### src/rtl/ahb_pkg.sv
// Shared AHB-Lite encodings and the bridge state type used by the slave bridge
// and its address-phase strobe generator.
package ahb_pkg;

    typedef enum logic [1:0] {
        HTRANS_IDLE   = 2'b00,
        HTRANS_BUSY   = 2'b01,
        HTRANS_NONSEQ = 2'b10,
        HTRANS_SEQ    = 2'b11
    } htrans_t;

    typedef enum logic [1:0] {
        HRESP_OKAY  = 2'b00,
        HRESP_ERROR = 2'b01
    } hresp_t;

    typedef enum logic [2:0] {
        HSIZE_BYTE  = 3'b000,
        HSIZE_HALF  = 3'b001,
        HSIZE_WORD  = 3'b010,
        HSIZE_DWORD = 3'b011
    } hsize_t;

    typedef enum logic [1:0] {
        ST_IDLE,
        ST_DATA,
        ST_ERR1,
        ST_ERR2
    } bridge_state_t;

endpackage

### src/rtl/ahb_strobe_gen.sv
// Address-phase decode: little-endian byte-lane mask plus size/alignment
// legality flags for one AHB transfer.
module ahb_strobe_gen
    import ahb_pkg::*;
#(
    parameter int  DATA_WIDTH = 32,
    localparam int STRB_W     = DATA_WIDTH / 8,
    localparam int LANE_W     = $clog2(STRB_W)
) (
    input  logic [LANE_W-1:0] addr_lo_i,
    input  logic [2:0]        size_i,
    output logic [STRB_W-1:0] strobe_o,
    output logic              illegal_size_o,
    output logic              misaligned_o
);

    int nbytes;
    int offset;

    always_comb begin
        strobe_o       = '0;
        misaligned_o   = 1'b0;
        illegal_size_o = (int'(size_i) > LANE_W);
        nbytes         = 1 << size_i;
        offset         = int'(addr_lo_i);

        // Any address bit below the transfer size being set means misaligned
        for (int i = 0; i < LANE_W; i++) begin
            if ((i < int'(size_i)) && addr_lo_i[i]) begin
                misaligned_o = 1'b1;
            end
        end

        if (!illegal_size_o) begin
            for (int j = 0; j < STRB_W; j++) begin
                if ((j >= offset) && (j < offset + nbytes)) begin
                    strobe_o[j] = 1'b1;
                end
            end
        end
    end

endmodule

### src/rtl/ahb_lite_slave_bridge.sv
// AHB-Lite slave front-end turning bus transfers into a request/response
// backend handshake, with strobes, legality checks, wait states and timeout.
module ahb_lite_slave_bridge
    import ahb_pkg::*;
#(
    parameter int ADDR_WIDTH = 32,
    parameter int DATA_WIDTH = 32,
    parameter int TIMEOUT    = 16
) (
    input  logic                    CLK,
    input  logic                    nRST,
    input  logic                    HSEL,
    input  logic [1:0]              HTRANS,
    input  logic                    HWRITE,
    input  logic [2:0]              HSIZE,
    input  logic [ADDR_WIDTH-1:0]   HADDR,
    input  logic [DATA_WIDTH-1:0]   HWDATA,
    input  logic                    HREADY,
    output logic                    HREADYOUT,
    output logic [1:0]              HRESP,
    output logic [DATA_WIDTH-1:0]   HRDATA,
    output logic                    req_valid,
    output logic                    req_write,
    output logic [ADDR_WIDTH-1:0]   req_addr,
    output logic [DATA_WIDTH/8-1:0] req_strobe,
    output logic [DATA_WIDTH-1:0]   req_wdata,
    input  logic                    rsp_ready,
    input  logic                    rsp_error,
    input  logic [DATA_WIDTH-1:0]   rsp_rdata
);

    localparam int STRB_W = DATA_WIDTH / 8;
    localparam int LANE_W = $clog2(STRB_W);
    localparam int CNT_W  = (TIMEOUT > 0) ? $clog2(TIMEOUT + 1) : 1;
    localparam bit TO_EN  = (TIMEOUT != 0);
    localparam logic [CNT_W-1:0] CNT_LAST = CNT_W'((TIMEOUT > 0) ? TIMEOUT - 1 : 0);

    bridge_state_t           state_q, state_d;
    logic [ADDR_WIDTH-1:0]   addr_q, addr_d;
    logic                    write_q, write_d;
    logic [STRB_W-1:0]       strobe_q, strobe_d;
    logic [CNT_W-1:0]        cnt_q, cnt_d;

    logic [STRB_W-1:0]       strobe;
    logic                    illegal_size;
    logic                    misaligned;
    logic                    trans_active;
    logic                    accept;
    logic                    open_slot;
    logic                    hreadyout;
    hresp_t                  hresp;
    logic [DATA_WIDTH-1:0]   hrdata;
    logic                    valid;

    ahb_strobe_gen #(
        .DATA_WIDTH (DATA_WIDTH)
    ) u_strobe_gen (
        .addr_lo_i      (HADDR[LANE_W-1:0]),
        .size_i         (HSIZE),
        .strobe_o       (strobe),
        .illegal_size_o (illegal_size),
        .misaligned_o   (misaligned)
    );

    assign trans_active = (HTRANS == HTRANS_NONSEQ) || (HTRANS == HTRANS_SEQ);
    assign accept       = HSEL && HREADY && trans_active;

    always_ff @(posedge CLK or negedge nRST) begin
        if (!nRST) begin
            state_q  <= ST_IDLE;
            addr_q   <= '0;
            write_q  <= 1'b0;
            strobe_q <= '0;
            cnt_q    <= '0;
        end else begin
            state_q  <= state_d;
            addr_q   <= addr_d;
            write_q  <= write_d;
            strobe_q <= strobe_d;
            cnt_q    <= cnt_d;
        end
    end

    // open_slot marks cycles in which this slave drives HREADYOUT high and
    // may therefore take a new address phase (including pipelined ones).
    always_comb begin
        state_d   = state_q;
        addr_d    = addr_q;
        write_d   = write_q;
        strobe_d  = strobe_q;
        cnt_d     = cnt_q;
        hreadyout = 1'b1;
        hresp     = HRESP_OKAY;
        hrdata    = '0;
        valid     = 1'b0;
        open_slot = 1'b0;

        unique case (state_q)
            ST_IDLE: begin
                open_slot = 1'b1;
            end
            ST_DATA: begin
                valid     = 1'b1;
                hreadyout = 1'b0;
                if (rsp_ready) begin
                    if (rsp_error) begin
                        hresp   = HRESP_ERROR;
                        state_d = ST_ERR2;
                    end else begin
                        hreadyout = 1'b1;
                        open_slot = 1'b1;
                        state_d   = ST_IDLE;
                        if (!write_q) begin
                            hrdata = rsp_rdata;
                        end
                    end
                end else begin
                    cnt_d = cnt_q + 1'b1;
                    if (TO_EN && (cnt_q == CNT_LAST)) begin
                        state_d = ST_ERR1;
                    end
                end
            end
            ST_ERR1: begin
                hreadyout = 1'b0;
                hresp     = HRESP_ERROR;
                state_d   = ST_ERR2;
            end
            ST_ERR2: begin
                hresp     = HRESP_ERROR;
                open_slot = 1'b1;
                state_d   = ST_IDLE;
            end
            default: begin
                state_d = ST_IDLE;
            end
        endcase

        if (open_slot && accept) begin
            addr_d   = HADDR;
            write_d  = HWRITE;
            strobe_d = strobe;
            cnt_d    = '0;
            state_d  = (illegal_size || misaligned) ? ST_ERR1 : ST_DATA;
        end
    end

    assign HREADYOUT  = hreadyout;
    assign HRESP      = hresp;
    assign HRDATA     = hrdata;
    assign req_valid  = valid;
    assign req_write  = write_q;
    assign req_addr   = addr_q;
    assign req_strobe = strobe_q;
    assign req_wdata  = HWDATA;

endmodule

### config.mk
export PLATFORM = sky130hd
export DESIGN_NAME = ahb_lite_slave_bridge
export DESIGN_NICKNAME = d
export VERILOG_FILES = /design/src/rtl/ahb_pkg.sv /design/src/rtl/ahb_strobe_gen.sv /design/src/rtl/ahb_lite_slave_bridge.sv
export SDC_FILE = /design/constraint.sdc
export NUM_CORES = 1
export LEC_CHECK = 0
export ABC_AREA = 1
export CELL_PAD_IN_SITES_DETAIL_PLACEMENT = 1
export CELL_PAD_IN_SITES_GLOBAL_PLACEMENT = 2
export CORE_MARGIN = 2
export CORE_UTILIZATION = 16
export CTS_CLUSTER_DIAMETER = 100
export CTS_CLUSTER_SIZE = 30
export DETAILED_ROUTE_END_ITERATION = 10
export GPL_ROUTABILITY_DRIVEN = 0
export PLACE_DENSITY_LB_ADDON = 0.1
export SLEW_MARGIN = 30
export SYNTH_ARGS = -nofsm -noshare
export SYNTH_HDL_FRONTEND = slang
export SYNTH_HIERARCHICAL = 1
export SYNTH_SLANG_ARGS = --single-unit
### constraint.sdc
create_clock -name CLK -period 2.1 [get_ports CLK]
set_input_delay 0.42 -clock CLK [delete_from_list [all_inputs] [get_ports CLK]]
set_output_delay 0.42 -clock CLK [all_outputs]
set_load 0.1 [all_outputs]
* Yosys cells after proc, flatten, opt, wreduce, memory -nomap -nowiden
Index checks and enable logic that the tools add are counted.
** Storage, ports and cells
- Flip-flop bits (word level) :: 44
- Bits in latches :: 0
- Memory bits (writable) :: 0
- Bits in read-only memories :: 0
- Input bits :: 108
- Output and inout bits :: 105
- Word-level logic and storage cells :: 71
- Memories kept :: 0
** Operators by class
- Add/sub/neg operators :: 2
- Multiply operators :: 0
- Divide/modulo/power cells :: 0
- Magnitude comparators :: 10
- Eq/ne operators :: 8
- Shift operators :: 1
- Mux-type cells :: 28
- Bitwise operators :: 0
- Reduce and logical (&&, ||, !) cells :: 17
** Operators with widths (number)
- 2-to-1 mux 32 bit :: 4
- < comparator 3 x 32 -> 1 bit, first input constant :: 2
- adder 3 x 32 -> 32 bit :: 1
- < comparator 1 x 32 -> 1 bit, first input constant :: 1
- < comparator 2 x 32 -> 1 bit, first input constant :: 1
- left shift 1 x 3 -> 32 bit, first input constant :: 1
- 2-to-1 mux 5 bit :: 3
- 2-to-1 mux 1 bit :: 11
- 2-to-1 mux 2 bit :: 5
- == test 2 bit, second input constant :: 4
- logical AND 1 bit :: 8
- < comparator 1 x 3 -> 1 bit, first input constant :: 2
- case mux 1 bit (2 select lines) :: 3
- case mux 2 bit (3 select lines) :: 1
- adder 5 x 1 -> 5 bit, second input constant :: 1
- == test 5 x 4 -> 1 bit, second input constant :: 1
- >= comparator 1 x 2 -> 1 bit, first input constant :: 2
- 2-to-1 mux 4 bit :: 1
- != test 4 bit, second input constant :: 1
- AND reduction 2 bit :: 2
- nonzero test 4 bit :: 1
- OR reduction 2 bit :: 2
- > comparator 3 x 2 -> 1 bit, second input constant :: 1
- == test 2 x 1 -> 1 bit, second input constant :: 1
- 5 further kinds :: 6

* Depth between registers and ports, before layout
- Word-level depth :: 7
- Mapped depth :: 14
- Gate-level depth less buffers :: 14

* Cells and area by module
Netlist, hierarchy kept.
** By module, submodules not included
- ahb_lite_slave_bridge :: times used 1, cells each 333, area an instance 2477.4 µm², seq. area each 1101.1 µm²
- ahb_strobe_gen :: times used 1, cells each 36, area an instance 187.7 µm², seq. area each 0.0 µm²

* Worst setup path before layout
OpenSTA, ideal clock, no wires.
- Path type :: register to output
- Start point :: register state_q[1]
- End point :: output port HRDATA[11]
- Arrival time :: 3.362 ns
- Data required time :: 1.680 ns
- Setup slack :: -1.682 ns
- Stages on the path, launching flop included :: 8
- Path buffers :: 2
- Cell sequence :: dfrtp_1 -> inv_1 -> ha_1 -> nand3_2 -> or2_1 -> buf_2 -> buf_6 -> nor2_1
** Between the ends
- Longest elaborated chain between the ends :: 2
** Ends and longest elaborated chain
- start: declaration :: line ahb_lite_slave_bridge.sv:38 : bridge_state_t state_q, state_d;
- start signal: assignment :: line ahb_lite_slave_bridge.sv:76 : state_q <= state_d;
- == test 2 x 1 -> 1 bit :: line ahb_lite_slave_bridge.sv:98 : unique case (state_q)
- 2-to-1 mux 32 bit :: line ahb_lite_slave_bridge.sv:98
- end: declaration :: line ahb_lite_slave_bridge.sv:21 : output logic [DATA_WIDTH-1:0] HRDATA,
Every way passes these cells.

* Final worst setup path
Same ends and word-level chain as after synthesis.

==> results.json <==
{
  "ys_seq_elements": 44,
  "drive_gt1_frac": 0.330,
  "cts_hold_buf": 0,
  "critPathSlowestCell": "dfrtp_1",
  "synth_warnings": 6,
  "track_usage": 0.109,
  "outcome": "complete, but fails checks",
  "violations": "negative setup slack",
  "fmax_mhz": 457,
  "ctsHtreeMaxLevel": 2,
  "postRouteAntennaNets": 0,
  "dpl.hpwl_um": 7220,
  "synth_area_um2": 2670,
  "place_inst": 716,
  "path_cells": "inv_2, ha_4, nand3_2, or2_4, buf_12, nor2_4, buf_12",
  "die_h_um": 133,
  "die_w_um": 133,
  "nets": 631,
  "critical_path_required_ps": 1680,
  "viasPerCell": 3.71,
  "area_delta_synth_final_pct": 91.1,
  "wl_um": 9360,
  "seq_area_frac_synth": 0.413,
  "cts.sinks": 44,
  "antenna_found_initial": 0,
  "core_area_um2": 16400,
  "drtPass1Iterations": 4,
  "final_cells": 735,
  "clk_pin_slew_worst_paths_ps": 70,
  "vdd_drop_max_mv": 0.816,
  "criticalPathCategory": "register to output pin",
  "critPathBufInv": 3,
  "finalCriticalPeriod_ps": 2190,
  "ys_types": 25,
  "crit_family": "simple AND/OR/NAND/NOR gates",
  "post-place-ws_ps": -413,
  "post_synth.cell_area_avg_um2": 7.22,
  "numCtsBuffers": 5,
  "synth_top_area_share": 0.413,
  "first_iter_violations": 23,
  "slew_violations": 0,
  "finalSetupTns_ps": -1860,
  "syn_nets": 486,
  "die-area_um2": 17700,
  "finClkSkew_ps": 8.11,
  "worst_pin_slew_ps": 612,
  "netlist_instances": 369,
  "cp.arrival_ps": 1770,
  "slowest_delay_ps": 400,
  "grt_max_degree": 45,
  "port_buffers": 146,
  "cts_tree": "done",
  "p_per_area_nw_per_um2": 1450,
  "grt_first_pass_wirelength_um": 15400,
  "cts.path.max_buffers": 2,
  "cts_root_buf": "clkbuf_16",
  "diodes": 0,
  "grt_pass1_vias": 2948,
  "ioPinCount": 213,
  "wl_per_cell_um": 12.7,
  "crit_fanout": 12,
  "cpMostUsedCell": "buf_12",
  "hold_violations": 0,
  "start_util": 0.162,
  "insertion_delay_ps": 290,
  "leakagePower_nw": 2.50,
  "relSlewSlack": 0.592,
  "overflow": 0,
  "rsz0062_at_grt": "true",
  "cp-start-kind": "register",
  "drcViolationCount": 0,
  "hold_path_class": "input pin to async pin",
  "max-cap-violations": 0,
  "setup_viol": 32,
  "period_share": 1.04,
  "yosys.area.top_type": "dfrtp_1",
  "endpoint_kind": "output pin",
  "vias": 2725,
  "timing.final.ws_setup_ps": -85.9,
  "synthTopCellsByArea": "dfrtp_1 (41%), nand2_1 (20%), buf_4 (9.3%)",
  "rows": 47
}
metrics by stage:
stage	utilization	hold slack (ps)	power, W	cell area (um^2)
finish	0.310	214	0.00738	5090
global route	0.310	261	0.00779	5090
CTS	0.308	257	0.00750	5060
detailed placement	0.293	468	0.00655	4800
global placement	0.293	465	0.00652	4800
floorplan	-	124	0.00546	2940
power breakdown:
group | switching, W | internal (W)
combinational | 0.00384 | 0.00127
sequential | 0.000228 | 0.00122
clock | 0.000351 | 0.000474
synth_stat cells:
| cell | count |
|---|---|
| buf_6 | 5 |
| nand2_1 | 139 |
| nor2_2 | 10 |
| or2_1 | 1 |
| nand2_2 | 2 |
| nor3_1 | 2 |
| or2_2 | 1 |
| o21ai_0 | 4 |
| nand3_1 | 7 |
| fa_1 | 1 |
| nor2_1 | 37 |
| clkbuf_1 | 2 |
| ha_1 | 8 |
| buf_4 | 33 |
| nand3_2 | 2 |
| dfrtp_1 | 44 |
| nand2_4 | 1 |
| a21oi_1 | 5 |
| conb_1 | 1 |
| xor2_1 | 1 |
| o22ai_1 | 1 |
| buf_2 | 5 |
| inv_2 | 1 |
| xnor2_1 | 1 |
| inv_1 | 55 |
worst register-to-register path, stage by stage (launching register included):
cell and delay (ps):
dfrtp_1 390, buf_4 150, inv_1 60, ha_1 230, inv_1 60, nand2_1 40, nor2_1 220, nand2_4 160
inv_2 130, buf_4 200, nand2_1 80, nand2_1 60
metal layers:
layer / track usage / share of wire
met5: 0 / 0
met3: 0.0433 / 0.097
met1: 0.128 / 0.42
met2: 0.185 / 0.47
met4: 0.0299 / 0.012
registers in the layout, indices dropped and copies added, names as in the netlist:
name        flops
cnt_q           5
req_addr       32
req_strobe      4
req_write       1
state_q         2
final cells by class:
| class | count | area (um^2) |
|---|---|---|
| flip-flops and latches | 44 | 1100 |
| well taps | 220 | 275 |
| clock buffers | 6 | 139 |
| clock inverters | 2 | 15.0 |
| multi-input cells | 224 | 1300 |
| fillers | 1929 | 11300 |
| repair buffers | 183 | 2050 |
| inverters | 56 | 210 |
cells in the final DEF (no fill, tap or decap), drive strengths merged:
cell and count:
a21oi 5, buf 110, clkbuf 6, clkdlybuf4s50 68, clkinvlp 2, conb 1, dfrtp 44, dlygate4sd2 4
dlymetal6s2s 1, fa 1, ha 8, inv 56, nand2 142, nand3 9, nor2 47, nor3 2
o21ai 4, o22ai 1, or2 2, xnor2 1, xor2 1
timing repair:
item,CTS,global route
cloned,0,0
endpoints found under the setup margin,36,36
gates resized for setup,12,9
pin swaps,3,8
setup buffers,11,2
final timing paths:
check                             from           end  cells past startpoint  slack [ps]
max                         state_q[1]    HRDATA[11]                      7         -90
min                               nRST   req_addr[6]                      2         210
max reg2reg                 state_q[0]  req_addr[20]                     11         250
min reg2reg                req_addr[8]   req_addr[8]                      2         480
max in group asynchronous         nRST     req_write                      2        1460
min in group CLK           req_addr[8]   req_addr[8]                      2         480
cells by family after synthesis:
logic type / synth area share
AND/OR/NAND/NOR: 0.309
buffers and inverters: 0.205
flip-flops: 0.413
AO/OA/AOI/OAI: 0.0192
adder cells (fa/ha/maj): 0.0451
XOR/XNOR: 0.00657
other: 0.00141
Note: power is estimated with default switching activity, not from simulation.
